--- src/rtl/axi_lsu_rd_arbiter.sv ---
// Two-requester AXI read arbiter: round-robin AR grant, requester-tagged IDs, R routing, outstanding limit.
// Define RV_LSU_RD_ARB_FIXED_PRIO_EN to make requester 0 always win a tie (no round-robin pointer).

module axi_lsu_rd_arb_cnt #(
  parameter int MAX_OUTSTANDING = 4,
  parameter int CW              = 4
) (
  input  logic clk,
  input  logic reset_l,
  input  logic inc,
  input  logic dec,
  output logic full
);
  logic [CW-1:0] cnt;

  // Simultaneous inc/dec cancels; never wraps at either end.
  always_ff @(posedge clk or negedge reset_l) begin
    if (!reset_l)                           cnt <= '0;
    else if (inc && !dec && !full)          cnt <= cnt + 1'b1;
    else if (dec && !inc && (cnt != '0))    cnt <= cnt - 1'b1;
  end

  assign full = (cnt == CW'(MAX_OUTSTANDING));
endmodule

module axi_lsu_rd_arbiter #(
  parameter int ID_WIDTH        = 8,
  parameter int S_ID_WIDTH      = 9,
  parameter int MAX_OUTSTANDING = 4
) (
  input  logic                    clk,
  input  logic                    reset_l,
  input  logic [1:0]              m_arvalid,
  input  logic [2*ID_WIDTH-1:0]   m_arid,
  input  logic [63:0]             m_araddr,
  output logic [1:0]              m_arready,
  output logic [1:0]              m_rvalid,
  input  logic [1:0]              m_rready,
  output logic [127:0]            m_rdata,
  output logic [ID_WIDTH-1:0]     m_rid,
  output logic [1:0]              m_rresp,
  output logic                    m_rlast,
  output logic                    s_arvalid,
  output logic [S_ID_WIDTH-1:0]   s_arid,
  output logic [31:0]             s_araddr,
  input  logic                    s_arready,
  input  logic                    s_rvalid,
  output logic                    s_rready,
  input  logic [127:0]            s_rdata,
  input  logic [S_ID_WIDTH-1:0]   s_rid,
  input  logic [1:0]              s_rresp,
  input  logic                    s_rlast
);
  localparam int CW = 4;

  typedef enum logic [1:0] {IDLE, GNT0, GNT1} state_t;

  state_t                   state, state_n;
  logic [1:0][ID_WIDTH-1:0] ids;
  logic [1:0][31:0]         addrs;
  logic [1:0]               elig, full, inc, dec;
  logic                     granted, gnt_idx, ar_hs, r_sel;

  assign ids   = m_arid;
  assign addrs = m_araddr;
  assign elig  = m_arvalid & ~full;

  assign granted = (state != IDLE);
  assign gnt_idx = (state == GNT1);
  assign ar_hs   = s_arvalid & s_arready;

  // AR mux: everything quiet in IDLE, so async reset drops s_arvalid immediately.
  always_comb begin
    s_arvalid = 1'b0;
    s_arid    = '0;
    s_araddr  = '0;
    m_arready = '0;
    if (granted) begin
      s_arvalid          = m_arvalid[gnt_idx];
      s_arid             = {gnt_idx, ids[gnt_idx]};
      s_araddr           = addrs[gnt_idx];
      m_arready[gnt_idx] = s_arready;
    end
  end

`ifdef RV_LSU_RD_ARB_FIXED_PRIO_EN
  always_comb begin
    state_n = state;
    case (state)
      IDLE:       if (elig[0])      state_n = GNT0;
                  else if (elig[1]) state_n = GNT1;
      GNT0, GNT1: if (ar_hs)        state_n = IDLE;
      default:                      state_n = IDLE;
    endcase
  end
`else
  logic rr_ptr, rr_ptr_n;

  always_comb begin
    state_n  = state;
    rr_ptr_n = rr_ptr;
    case (state)
      IDLE: begin
        if (&elig)        state_n = rr_ptr ? GNT1 : GNT0;
        else if (elig[0]) state_n = GNT0;
        else if (elig[1]) state_n = GNT1;
      end
      GNT0, GNT1: begin
        if (ar_hs) begin
          state_n  = IDLE;
          rr_ptr_n = ~gnt_idx;
        end
      end
      default: state_n = IDLE;
    endcase
  end

  always_ff @(posedge clk or negedge reset_l) begin
    if (!reset_l) rr_ptr <= 1'b0;
    else          rr_ptr <= rr_ptr_n;
  end
`endif

  always_ff @(posedge clk or negedge reset_l) begin
    if (!reset_l) state <= IDLE;
    else          state <= state_n;
  end

  // R path: requester index lives in the downstream ID MSB.
  assign r_sel    = s_rid[S_ID_WIDTH-1];
  assign m_rvalid = r_sel ? {s_rvalid, 1'b0} : {1'b0, s_rvalid};
  assign s_rready = m_rready[r_sel];
  assign m_rid    = s_rid[ID_WIDTH-1:0];
  assign m_rdata  = s_rdata;
  assign m_rresp  = s_rresp;
  assign m_rlast  = s_rlast;

  always_comb begin
    inc = '0;
    dec = '0;
    if (ar_hs)                          inc[gnt_idx] = 1'b1;
    if (s_rvalid && s_rready && s_rlast) dec[r_sel]   = 1'b1;
  end

  for (genvar g = 0; g < 2; g++) begin : g_req
    axi_lsu_rd_arb_cnt #(
      .MAX_OUTSTANDING(MAX_OUTSTANDING),
      .CW             (CW)
    ) u_cnt (
      .clk    (clk),
      .reset_l(reset_l),
      .inc    (inc[g]),
      .dec    (dec[g]),
      .full   (full[g])
    );
  end
endmodule
--- config.mk ---
export PLATFORM = sky130hd
export DESIGN_NAME = axi_lsu_rd_arbiter
export DESIGN_NICKNAME = d
export VERILOG_FILES = /design/src/rtl/axi_lsu_rd_arbiter.sv
export SDC_FILE = /design/constraint.sdc
export NUM_CORES = 1
export LEC_CHECK = 0
export ABC_AREA = 1
export CAP_MARGIN = 20
export CELL_PAD_IN_SITES_DETAIL_PLACEMENT = 1
export CELL_PAD_IN_SITES_GLOBAL_PLACEMENT = 1
export CORE_AREA = 2 2 159 161
export DETAILED_ROUTE_END_ITERATION = 10
export DIE_AREA = 0 0 161 163
export PLACE_DENSITY_LB_ADDON = 0.1
export SLEW_MARGIN = 0
export SYNTH_ARGS = -nofsm -noshare
export SYNTH_HDL_FRONTEND = slang
export SYNTH_SLANG_ARGS = --single-unit
--- constraint.sdc ---
create_clock -name clk -period 2.1 [get_ports clk]
set_input_delay 0.42 -clock clk [delete_from_list [all_inputs] [get_ports clk]]
set_output_delay 0.42 -clock clk [all_outputs]
set_load 0.02 [all_outputs]
==> run summary <==
P_sw - 0.00263 W
Residual DRC count - 0
Slew Limit Fails - 0
N_diodes - 0
Mapped cell area - 2510 µm²
Layout cells sized above 1 - 0.385
Post-Layout Inst Area - 4050 µm²
Max Cap Viol - 0
Die Area - 26,200 µm²
Root Buffer Master - clkbuf_16
Dpl cell area - 3490 µm²
Worst setup path endpoint - g_req[1].u_cnt.cnt[3]
Reg-to-reg endpoint - g_req[1].u_cnt.cnt[3]
Clk Latency, worst-skew pair - 240 ps
Commonest non-fill, non-tap cells in the layout - clkdlybuf4s50_1, nand2_1, nand3_1
Max_slew headroom - 0.785
CP max FO - 5
FMAX - 473 MHz
Status - finished with violations
Most common cell after layout, fill and taps aside - clkdlybuf4s50_1
Cell variety after synth - 23
Fin crit share - 1.01
Hold Slack - 477 ps
Drt pass-1 iters - 4
CTS Buffer Depth - 2
Die W - 161 µm
Switching share of total power - 0.500
CTS tree - done
Leakage - 1.86 nW
Worst-path clk slew - 50 ps
Avg WL per Cell - 16.4 µm
Skew final - 1.27 ps
Measured slew at the worst slew-check pin - 320 ps
Largest net degree at the start of global routing - 34
Worst setup path startpoint - state[0]
CP Cell Sequence - inv_2 > ha_4 > inv_4 > nand2_4 > nand3_4 > nor2_4 > nand3_4 > ha_4 > a21o_1 > nor2_4 > inv_2 > o21ai_2 > nand3_1 > nand2_1
Setup_tns - -15.9 ps
Syn nets - 635
Starting Density - 0.102
Hold Path Class - reg -> reg
Endpoints failing setup - 1
Final WL - 12,600 µm
Average size of a mapped cell - 6.31 µm²
Area grow syn2layout - 61.1%
Nets - 674
Register-to-Register Setup Slack - -20 ps
Maximum VDD drop - 0.375 mV
Setup slack at placement - -322 ps
Unrepaired setup endpoints after global routing - yes
Final worst slack - -15.9 ps
Vias in the first global route - 2,649
Seq cells post-synth - 11
Number of CTS-inserted buffers - 3
Detailed Place HPWL - 9890 µm
Combinational Power Share - 0.852
Port buffer count - 137
Critical Path Start Type - register
Initial antenna violation count - 0
Die Height - 163 µm
GR Util All Layers - 0.0856
Critical path class - reg -> reg
Endpoint kind of the worst setup timing path - register
Hold_buf cts - 0
Htree depth - 1
ANT nets after route - 0
Data required time of the worst path - 2280 ps
Pwr dens - 1300 nW/µm²
Gr ovfl total - 0
GP Congestion - 0.773
Worst path slowest cell - dfrtp_1
Internal Power - 0.00263 W
Failing checks - negative setup slack
Hold Fails Final Rpt - 0
Sequential element share of the synthesized area - 0.110
CTS sink count - 11
Vias - 2,552
FP Rows - 58
I/O pins - 414
Core area - 24,700 µm²
CP arrival - 2300 ps
Slowest stage delay, CP - 390 ps
Drt via density - 3.33
Synth Instances - 398
Total design power - 0.00526 W
Reg power frac - 0.078
Syn. warnings - 0
Worst flop-to-flop path startpoint - state[0]
1st-iter DRT viols - 82
First-pass GRT wire length - 17,200 µm
Min cycle time layout - 2120 ps
Clock Power Share - 0.070
Worst reg2reg path depth - 14
synth_stat cells:
cell type	instances	area, µm²
a21o_1	2	15.0
a22oi_1	1	7.51
a31oi_1	1	6.26
buf_4	140	1050
clkbuf_1	12	45.0
dfrtp_1	11	275
fa_1	2	40.0
ha_1	7	87.6
inv_1	21	78.8
inv_2	3	11.3
nand2_1	108	405
nand2_2	3	18.8
nand3_1	54	270
nand3_2	2	20.0
nand4_1	1	6.26
nand4_2	1	12.5
nor2_1	8	30.0
nor2_2	2	12.5
nor3_1	3	15.0
o21ai_0	5	25.0
o21ai_1	7	35.0
xor2_1	3	26.3
xor2_2	1	16.3
power by group through the flow:
stage	Clock [W]	Sequential, W	Combinational, W
5_1_grt	0.000395	0.000435	0.00489
4_1_cts	0.000382	0.000410	0.00364
3_5_place_dp	0	0.000400	0.00375
2_1_floorplan	0	0.000404	0.00218
3_3_place_gp	0	0.000405	0.00374
6_report	0.000366	0.000413	0.00448
state kept, by name, summed over array words and instances (netlist names):
signal and count:
state 2, rr_ptr 1, g_req.u_cnt.cnt 8
critical path, delay by kind of cell, from the launching register on:
family	cells	cell delay [ps]
buf+inv	3	230
simple gates	7	660
flops	1	390
fa+ha+maj	2	470
compound gates	2	300
worst min path at each step:
stage | to | cells past startpoint | slack (ps) | from
floorplan | g_req[0].u_cnt.cnt[0] | 0 | 120 | reset_l
global placement | g_req[0].u_cnt.cnt[3] | 2 | 460 | g_req[0].u_cnt.cnt[3]
detailed placement | g_req[0].u_cnt.cnt[3] | 2 | 480 | g_req[0].u_cnt.cnt[3]
CTS | g_req[0].u_cnt.cnt[3] | 2 | 490 | g_req[0].u_cnt.cnt[3]
global route | g_req[1].u_cnt.cnt[1] | 2 | 520 | reset_l
finish | g_req[0].u_cnt.cnt[3] | 2 | 480 | g_req[0].u_cnt.cnt[3]
routing by layer:
| layer | routed length, µm | track usage | part of all wire |
|---|---|---|---|
| met1 | 4520 | 0.0856 | 0.36 |
| met5 | 0 | 0.00379 | 0 |
| met3 | 1580 | 0.0456 | 0.13 |
| met2 | 6350 | 0.159 | 0.51 |
| met4 | 102 | 0.0154 | 0.0081 |
timing repair:
item                                    in CTS  in global routing
endpoints found under the setup margin      52                 45
pin swaps                                    6                 30
gates cloned                                 0                  4
resized for setup                          183                120
buffers inserted                             8                 10
layout make-up:
type                       count  area [µm²]
fill                        2941       20600
timing repair buffer         186        1820
multi-input combinational    211        1370
tap                          330         413
sequential                    11         275
inverter                      24        95.1
clock buffer                   4        78.8
cells by family after synthesis:
group,synth area share
AOI/OAI and AO/OA,0.0354
xor gates and xnor gates,0.0169
adders and majority gates,0.0508
buffers and inverters,0.472
DFF,0.110
and+or+nand+nor,0.315
stage by stage:
stage,std cells,utilization
global placement,741,0.142
floorplan,398,-
global route,766,0.164
CTS,753,0.144
detailed placement,741,0.142
finish,766,0.164
No activity file was read; power rests on OpenSTA's default activity.
